`config.mk`:
```
export PLATFORM = sky130hd
export DESIGN_NAME = shift_sub_divider_flat
export DESIGN_NICKNAME = d
export VERILOG_FILES = /design/src/rtl/shift_sub_divider_if.sv /design/src/rtl/shift_sub_divider.sv /design/src/flat_wrapper.sv
export SDC_FILE = /design/constraint.sdc
export NUM_CORES = 1
export LEC_CHECK = 0
export BUFFER_PORTS_ARGS = -buffer_cell sky130_fd_sc_hd__buf_4
export CORE_MARGIN = 1
export CORE_UTILIZATION = 30
export CTS_BUF_LIST = sky130_fd_sc_hd__clkbuf_4 sky130_fd_sc_hd__clkbuf_8 sky130_fd_sc_hd__clkbuf_16
export DETAILED_ROUTE_END_ITERATION = 10
export PLACE_DENSITY_LB_ADDON = 0.15
export SYNTH_ARGS = -nofsm -noshare
export SYNTH_HDL_FRONTEND = slang
export SYNTH_SLANG_ARGS = --single-unit
export TNS_END_PERCENT = 50
```
`constraint.sdc`:
```
create_clock -name Clk -period 2.32 [get_ports Clk]
set_input_delay 0.116 -clock Clk [delete_from_list [all_inputs] [get_ports Clk]]
set_output_delay 0.116 -clock Clk [all_outputs]
set_load 0.05 [all_outputs]
```
`src/rtl/shift_sub_divider_if.sv`:
```
// Handshake/operand bundle for shift_sub_divider.
//   run           : debounced start level (rising edge starts a division)
//   dividend_i    : dividend, sampled on the start cycle
//   divisor_i     : divisor, sampled on the start cycle
//   quotient_o    : registered quotient
//   remainder_o   : registered remainder
//   busy_o        : division in progress
//   done_o        : result valid, held until run drops
//   div_by_zero_o : result came from a zero divisor
// master drives run/operands; slave is the divider.
interface shift_sub_divider_if #(
  parameter int unsigned WIDTH = 8
);
  logic             run;
  logic [WIDTH-1:0] dividend_i;
  logic [WIDTH-1:0] divisor_i;
  logic [WIDTH-1:0] quotient_o;
  logic [WIDTH-1:0] remainder_o;
  logic             busy_o;
  logic             done_o;
  logic             div_by_zero_o;

  modport master (
    output run, dividend_i, divisor_i,
    input  quotient_o, remainder_o, busy_o, done_o, div_by_zero_o
  );

  modport slave (
    input  run, dividend_i, divisor_i,
    output quotient_o, remainder_o, busy_o, done_o, div_by_zero_o
  );
endinterface

```
`src/rtl/shift_sub_divider.sv`:
```
// Sequential restoring divider, one quotient bit per clock.
// Ports:
//   Clk   : system clock, rising edge
//   Reset : synchronous active-high reset, clears all state and outputs
//   bus   : shift_sub_divider_if.slave (run, operands, results, status)
// Build option: define DIV_SIGNED_EN for two's-complement operands
// (magnitude division with sign fix-up on the result write, truncating toward zero).
module shift_sub_divider #(
  parameter int unsigned WIDTH = 8
) (
  input logic                Clk,
  input logic                Reset,
  shift_sub_divider_if.slave bus
);

  localparam int unsigned CntW = $clog2(WIDTH);

  typedef enum logic [1:0] {StIdle, StCalc, StHold} state_e;

  state_e            state_q, state_d;
  logic              run_q;
  logic              armed_q, armed_d;
  logic [CntW-1:0]   cnt_q, cnt_d;
  logic [WIDTH-1:0]  d_q, d_d;
  logic [WIDTH-1:0]  q_q, q_d;
  logic [WIDTH-1:0]  r_q, r_d;
  logic [WIDTH-1:0]  quot_q, quot_d;
  logic [WIDTH-1:0]  rem_q, rem_d;
  logic              dbz_q, dbz_d;

  logic              start;
  logic [WIDTH-1:0]  dvd_mag, dvs_mag;
  logic [WIDTH-1:0]  shifted;
  logic [WIDTH:0]    trial;
  logic [WIDTH-1:0]  q_next, r_next;
  logic [WIDTH-1:0]  q_fix, r_fix;

`ifdef DIV_SIGNED_EN
  logic neg_quot_q, neg_quot_d;
  logic neg_rem_q, neg_rem_d;

  assign dvd_mag = bus.dividend_i[WIDTH-1] ? (~bus.dividend_i + 1'b1) : bus.dividend_i;
  assign dvs_mag = bus.divisor_i[WIDTH-1]  ? (~bus.divisor_i + 1'b1)  : bus.divisor_i;
  assign q_fix   = neg_quot_q ? (~q_next + 1'b1) : q_next;
  assign r_fix   = neg_rem_q  ? (~r_next + 1'b1) : r_next;
`else
  assign dvd_mag = bus.dividend_i;
  assign dvs_mag = bus.divisor_i;
  assign q_fix   = q_next;
  assign r_fix   = r_next;
`endif

  // A run level held through Reset must not look like a fresh press, so a start
  // is only accepted once run has been seen low since the last Reset.
  assign start = bus.run & ~run_q & armed_q;

  // Before the final step R < 2^(WIDTH-1), so dropping R's MSB in the shift is lossless.
  assign shifted = {r_q[WIDTH-2:0], q_q[WIDTH-1]};
  assign trial   = {1'b0, shifted} - {1'b0, d_q};
  assign r_next  = trial[WIDTH] ? shifted : trial[WIDTH-1:0];
  assign q_next  = {q_q[WIDTH-2:0], ~trial[WIDTH]};

  always_comb begin
    state_d = state_q;
    armed_d = armed_q | ~bus.run;
    cnt_d   = cnt_q;
    d_d     = d_q;
    q_d     = q_q;
    r_d     = r_q;
    quot_d  = quot_q;
    rem_d   = rem_q;
    dbz_d   = dbz_q;
`ifdef DIV_SIGNED_EN
    neg_quot_d = neg_quot_q;
    neg_rem_d  = neg_rem_q;
`endif
    unique case (state_q)
      StIdle: begin
        if (start) begin
          if (bus.divisor_i == '0) begin
            state_d = StHold;
            quot_d  = '1;
            rem_d   = bus.dividend_i;
            dbz_d   = 1'b1;
          end else begin
            state_d = StCalc;
            d_d     = dvs_mag;
            q_d     = dvd_mag;
            r_d     = '0;
            cnt_d   = '0;
`ifdef DIV_SIGNED_EN
            neg_quot_d = bus.dividend_i[WIDTH-1] ^ bus.divisor_i[WIDTH-1];
            neg_rem_d  = bus.dividend_i[WIDTH-1];
`endif
          end
        end
      end
      StCalc: begin
        q_d   = q_next;
        r_d   = r_next;
        cnt_d = cnt_q + 1'b1;
        if (cnt_q == CntW'(WIDTH - 1)) begin
          state_d = StHold;
          quot_d  = q_fix;
          rem_d   = r_fix;
        end
      end
      StHold: begin
        if (!bus.run) begin
          state_d = StIdle;
          dbz_d   = 1'b0;
        end
      end
      default: state_d = StIdle;
    endcase
  end

  always_ff @(posedge Clk) begin
    if (Reset) begin
      state_q <= StIdle;
      run_q   <= 1'b0;
      armed_q <= 1'b0;
      cnt_q   <= '0;
      d_q     <= '0;
      q_q     <= '0;
      r_q     <= '0;
      quot_q  <= '0;
      rem_q   <= '0;
      dbz_q   <= 1'b0;
`ifdef DIV_SIGNED_EN
      neg_quot_q <= 1'b0;
      neg_rem_q  <= 1'b0;
`endif
    end else begin
      state_q <= state_d;
      run_q   <= bus.run;
      armed_q <= armed_d;
      cnt_q   <= cnt_d;
      d_q     <= d_d;
      q_q     <= q_d;
      r_q     <= r_d;
      quot_q  <= quot_d;
      rem_q   <= rem_d;
      dbz_q   <= dbz_d;
`ifdef DIV_SIGNED_EN
      neg_quot_q <= neg_quot_d;
      neg_rem_q  <= neg_rem_d;
`endif
    end
  end

  assign bus.quotient_o    = quot_q;
  assign bus.remainder_o   = rem_q;
  assign bus.busy_o        = (state_q == StCalc);
  assign bus.done_o        = (state_q == StHold);
  assign bus.div_by_zero_o = dbz_q;

endmodule

```
`src/flat_wrapper.sv`:
```
// flat-port wrapper written by rule: the top's interface ports become plain ports
module shift_sub_divider_flat 
#(
  parameter int unsigned WIDTH = 8
)
  (Clk, Reset, bus_run, bus_dividend_i, bus_divisor_i, bus_quotient_o, bus_remainder_o, bus_busy_o, bus_done_o, bus_div_by_zero_o);
  shift_sub_divider_if #(.WIDTH(WIDTH)) bus_i ();
  input logic Clk;
  input logic Reset;
  input wire logic [$bits(bus_i.run)-1:0] bus_run;
  input wire logic [$bits(bus_i.dividend_i)-1:0] bus_dividend_i;
  input wire logic [$bits(bus_i.divisor_i)-1:0] bus_divisor_i;
  output wire logic [$bits(bus_i.quotient_o)-1:0] bus_quotient_o;
  output wire logic [$bits(bus_i.remainder_o)-1:0] bus_remainder_o;
  output wire logic [$bits(bus_i.busy_o)-1:0] bus_busy_o;
  output wire logic [$bits(bus_i.done_o)-1:0] bus_done_o;
  output wire logic [$bits(bus_i.div_by_zero_o)-1:0] bus_div_by_zero_o;
  assign bus_i.run = bus_run;
  assign bus_i.dividend_i = bus_dividend_i;
  assign bus_i.divisor_i = bus_divisor_i;
  assign bus_quotient_o = bus_i.quotient_o;
  assign bus_remainder_o = bus_i.remainder_o;
  assign bus_busy_o = bus_i.busy_o;
  assign bus_done_o = bus_i.done_o;
  assign bus_div_by_zero_o = bus_i.div_by_zero_o;
  shift_sub_divider #(.WIDTH(WIDTH)) u_core (.Clk(Clk), .Reset(Reset), .bus(bus_i));
endmodule
```
Word level (Yosys, flattened, before mapping)
Index checks and enable logic that the tools add are counted.

word-level totals
  output and inout port bits = 19
  register bits = 47
  logic and storage cells = 63

operators by class
  add/subtract/negate cells = 2
  reduce and logical (&&, ||, !) cells = 9
  eq/ne operators = 8
  mux-type cells = 27
  bitwise operators = 7

operators with widths
  kind                 number
  $mux 8               9
  $pmux 8 s2           3
  $mux 7               2
  $pmux 7 s2           1
  $reduce_and 3->1     3
  $sub 8x8->9          1
  $logic_not 8->1      1
  $mux 2               4
  $reduce_and 4->1     2
  $mux 3               2
  $ne 2x1->1 const B   3
  $pmux 2 s3           1
  $pmux 3 s2           1
  $ne 2x2->1 const B   2
  $not 1->1            4
  $reduce_bool 2->1    2
  $add 3x1->3 const B  1
  $eq 3x3->1 const B   1
  $mux 1               3
  $and 1x1->1          2
  $eq 2x1->1 const B   1
  $eq 2x2->1 const B   1
  $logic_not 2->1      1
  $pmux 1 s2           1
  $or 1x1->1           1

Logic depth before layout (Yosys ltp)
  word-level depth = 5
  mapped depth = 10
  mapped depth without buffers = 9

Worst setup path after synthesis
No wires, ideal clock.

  kind = register to register
  from = reg u_core.q_q[7]
  to = reg u_core.rem_q[0], in the netlist u_core.bus.remainder_o[0]
  path slack = 84 ps
  arrival time = 2,101 ps
  stages on the path, launching flop included = 11
  clock period less this slack = 2,236 ps
  path buffers = 1
  path through = dfxtp_1 > inv_1 > ha_1 > inv_1 > fa_1 > a211oi_1 > o21ai_0 > and2_1 > buf_2 > o211ai_1 > a311oi_1

between the ends
  longest elaborated chain between the ends = 4

RTL lines
  what                      line                      source
  start: declaration        shift_sub_divider.sv:25   logic [WIDTH-1:0] q_q, q_d;
  start signal: assignment  shift_sub_divider.sv:140  q_q <= q_d;
  $sub 8x8->9               shift_sub_divider.sv:59   assign trial = {1'b0, shifted} - {1'b0, d_q};
  $mux 8 (*)                shift_sub_divider.sv:60   assign r_next = trial[WIDTH] ? shifted : trial[WIDTH-1:0];
  $mux 8 (*)                shift_sub_divider.sv:102  if (cnt_q == CntW'(WIDTH - 1)) begin
  $pmux 8 s2 (*)            shift_sub_divider.sv:77   unique case (state_q)
  end signal: assignment    shift_sub_divider.sv:143  rem_q <= rem_d;
  end: declaration          shift_sub_divider.sv:28   logic [WIDTH-1:0] rem_q, rem_d;

Mark *: on every way between the ends. The rest lies on a longest branch, timed or not. The select of a mux whose other input is x is not followed.
A chain may end at the register's enable or synchronous reset.

Worst setup path in the final report
  from = reg u_core.q_q[7]
  to = reg u_core.rem_q[4], in the netlist u_core.bus.remainder_o[4]

between the ends
  longest elaborated chain between the ends = 4

RTL lines
  what         line
  $sub 8x8->9  shift_sub_divider.sv:59
  $mux 8       shift_sub_divider.sv:60
  $mux 8       shift_sub_divider.sv:102
  $pmux 8 s2   shift_sub_divider.sv:77

No other way between the ends. The select of a mux whose other input is x is not followed.

==> results summary <==
The most used flip-flop cell after synthesis is dfxtp_1. 0 antenna diodes ended up in the layout. STA puts the critical path data required time at 2.52 ns. The CTS sink count came out at 47.

TritonCTS created 5 clock buffers. After synthesis, the cell types taking the most area are dfxtp_1, a21oi_1, nor2_1. Buffers placed on the I/O ports in this run total 37. At the worst endpoint, the arrival time is 2.35 ns. The worst setup slack for register-to-register paths came out at 0.16 ns.

The endpoint of the most critical register-to-register path is u_core.bus.remainder_o[4]. The synthesized flop and latch total is 47. The detailed router finished its first iteration with 139 violations. The number of global-route vias before repair came out at 2185. The number of antenna violations at the first check in global routing came out at 0. The worst-case IR drop observed on VDD is 250 µV.

The number of buffers inserted to repair setup after CTS is 0. The overall routed net length is 6460 µm. The transition time at the pin with the least slew margin came out at 0.491 ns. The area share of the largest cell type after synthesis is 38.4%.

Following the worst setup path forward leads to its endpoint at u_core.bus.remainder_o[4]. The tree is rooted in a clkbuf_8. The count of unresolved DRC violations after routing came out at 0. Yosys instantiated no cell more often than dfxtp_1. The min-delay analysis places its worst path in the category input port to flop. For this block, the via count after detailed routing is 2267. The flow ran to the end, and the final reports show no timing, DRC or antenna violations. The number of buffers between clock root and the deepest sink came out at 2. Across all setup checks in the final design, the least slack found is 0.164 ns. In this run the critical register-to-register path is launched from u_core.q_q[7]. The largest net degree at the start of global routing came out at 45. For this run, the total global-route usage over all layers was measured as 16.2%.

Of the synthesized area, sequential elements account for 38.4%. The worst setup path is captured at a flop. The static power due to leakage is 1.17 nW. The share of the clock period used by the worst path is 92.9%. The max-slew violation total from the final report is 0. The summed instance area of the synthesized netlist came out at 0.00245 mm². Setup violations remaining at the end of the flow were counted as 0. The summed negative setup slack over all endpoints came out at 0 ns. The max-cap check violation count is 0. The HPWL after detailed placement came out at 4690 µm. The final hold violation count came out at 0. The start point of the critical path is u_core.q_q[7]. The core region area came out at 0.00781 mm². TritonCTS built the clock tree. After synthesis, the mean cell area works out to 8.23 µm².

The final critical path time including I/O delays and setup came out at 2.16 ns. The detail route stage leaves a number of antenna-violating nets equal to 0. The floorplan step defined a die boundary enclosing 0.00854 mm².

The biggest area contributor in the post-synthesis netlist is dfxtp_1. The power per standard cell area is 628 mW/mm². The total global routing overflow is 0. The count of TritonRoute iterations in the first routing pass is 4. Along the worst path, the maximum fanout reaches 3. The overall power of the completed layout is 1.87 mW. By startpoint and endpoint, the worst setup path is classified as flop to flop. The final layout contains 365 nets.

The total number of yosys warnings came out at 0. Cells with a size suffix above 1 make up 21.1% of the layout. The portion of total power attributed to sequential cells is 45.9%.

In the synthesized netlist, the cells that appear most often are dfxtp_1, nor2_1, a21oi_1. The maximum clock frequency is 464 MHz. The proportion of power drawn by combinational gates came out at 19.0%.

The number of nets in the synthesized netlist is 328. The wire length per cell after detailed routing is 14.8 µm. Once layout is complete, the utilization of the core stands at 38.2%. For the worst flop-to-flop path, the logic depth is 10. For this design the total switching power over the nets is 0.538 mW.

Of the total power, the share spent switching nets is 28.7%. The total number of placement rows came out at 32. In this run the tightest slew margin relative to its limit is 67.3%. The y dimension of the die came out at 92.4 µm. The hold slack came out at 0.0461 ns.

Setup repair after global routing could not meet its margin everywhere. 38 I/O pins were placed. For the worst-skew pair, the clock arrives at the later sink with an insertion delay of 0.31 ns.

The first global-routing pass estimated 10900 µm of wire. The number of flops mapped to enable cells by yosys came out at 0. The number of distinct standard cells referenced by the synthesized netlist came out at 54. The worst setup path is launched from a flop. The level count of the clock H-tree is 2. The horizontal die dimension is 92.4 µm. The gate count after technology mapping is 298.

The clock-pin slew reported for the worst setup and hold paths after clock tree synthesis is 0.09 ns. The routability-driven placement congestion ratio came out at 0.808. The worst setup slack after placement came out at 0.113 ns. The starting density of the core came out at 31.4%. The internal portion of the total power is 1.34 mW. Clock skew on the completed layout was measured at 0.00677 ns. Dividing the detail-routed via count by the number of cells gives 5.18.

The clock network power share came out at 35.0%. Counting flops with an async set or reset pin after synthesis yields a share of 0%. Compared with the post-synthesis result, the final layout area differs by 21.7%.
-- worst max-delay path, cell delays in order, from the launching register on --
cell and delay (ns):
dfxtp_1 0.33, inv_1 0.05, ha_1 0.15, inv_1 0.05, fa_1 0.40, buf_4 0.16
a21o_1 0.15, a2111oi_0 0.39, o21ai_0 0.13, nand3_1 0.13, a31oi_1 0.09
-- registers in the layout, summed over array words and instances (netlist names) --
name                      count
u_core.bus.quotient_o         8
u_core.bus.remainder_o        8
u_core.d_q                    8
u_core.q_q                    8
u_core.r_q                    7
u_core.cnt_q                  3
u_core.state_q                2
u_core.armed_q                1
u_core.bus.div_by_zero_o      1
u_core.run_q                  1
-- power by group through the flow --
stage               clock [mW]  sequential (mW)  combinational [mW]
finish                   0.656            0.860               0.357
global route             0.718            0.864               0.395
CTS                      0.676            0.860               0.353
detailed placement           0            0.879               0.350
global placement             0            0.878               0.351
floorplan                    0            0.884               0.229
-- cells by family (layout without fill, tap and decap cells) --
group           count (synthesis)  after routing  share of synthesized area, %
buf+inv                        35             73                          6.74
compound gates                 92             92                          25.5
flops                          47             47                          38.4
simple gates                  107            107                          21.0
mux                             5              5                          2.04
fa+ha+maj                      11             11                          5.92
xor+xnor                        1              1                         0.357
-- worst min-delay path by stage --
stage                     start            end  slack (ns)  cells past startpoint
2_1_floorplan  bus_divisor_i[2]  u_core.d_q[2]        0.25                      2
3_3_place_gp   bus_divisor_i[6]  u_core.d_q[6]        0.36                      3
3_5_place_dp   bus_divisor_i[6]  u_core.d_q[6]        0.37                      3
4_1_cts        bus_divisor_i[1]  u_core.d_q[1]        0.04                      3
5_1_grt        bus_divisor_i[1]  u_core.d_q[1]        0.05                      3
6_report       bus_divisor_i[1]  u_core.d_q[1]        0.05                      3
-- cell type report --
type | instances | area (µm²)
fillers | 824 | 4820
inverters | 16 | 60.1
clock inverters | 2 | 38.8
flip-flops and latches | 47 | 941
clock buffers | 6 | 82.6
repair buffers | 49 | 380
multi-input cells | 216 | 1350
well taps | 102 | 128
-- routing by layer --
layer | global-route usage [%] | wire, µm | up-vias
li1 | - | - | 1152
met1 | 21.9 | 3090 | 1061
met2 | 25.8 | 3020 | 43
met3 | 3.45 | 244 | 11
met4 | 4.69 | 108 | 0
met5 | 0 | 0 | -
-- layout by cell type (no fill, tap or decap), types with 2 or more instances in the layout --
cell type,count
buf_4,48
dfxtp_1,47
nor2_1,37
a21oi_1,32
nand2_1,23
nor3_1,17
inv_1,16
ha_1,10
o21ai_0,9
nand3_1,7
a311oi_1,7
a211oi_1,7
clkbuf_8,6
a21o_1,5
mux2i_1,5
a22oi_1,4
nor2b_1,3
nand3b_1,3
o21a_1,3
o31ai_1,3
nand2b_1,2
o211ai_1,2
or4_4,2
o311ai_0,2
and2_1,2
nand4_1,2
a31oi_1,2
-- stage by stage --
stage / cells / area, µm²
floorplan: 298 / 2450
global placement: 430 / 2850
detailed placement: 430 / 2850
CTS: 438 / 2980
global route: 438 / 2980
finish: 438 / 2980
-- what timing repair did --
item,4_1_cts,5_1_grt
hold buffers,0,0
gates resized for setup,0,3
setup endpoints to repair,0,9
Note: power is estimated with default switching activity, not from simulation.
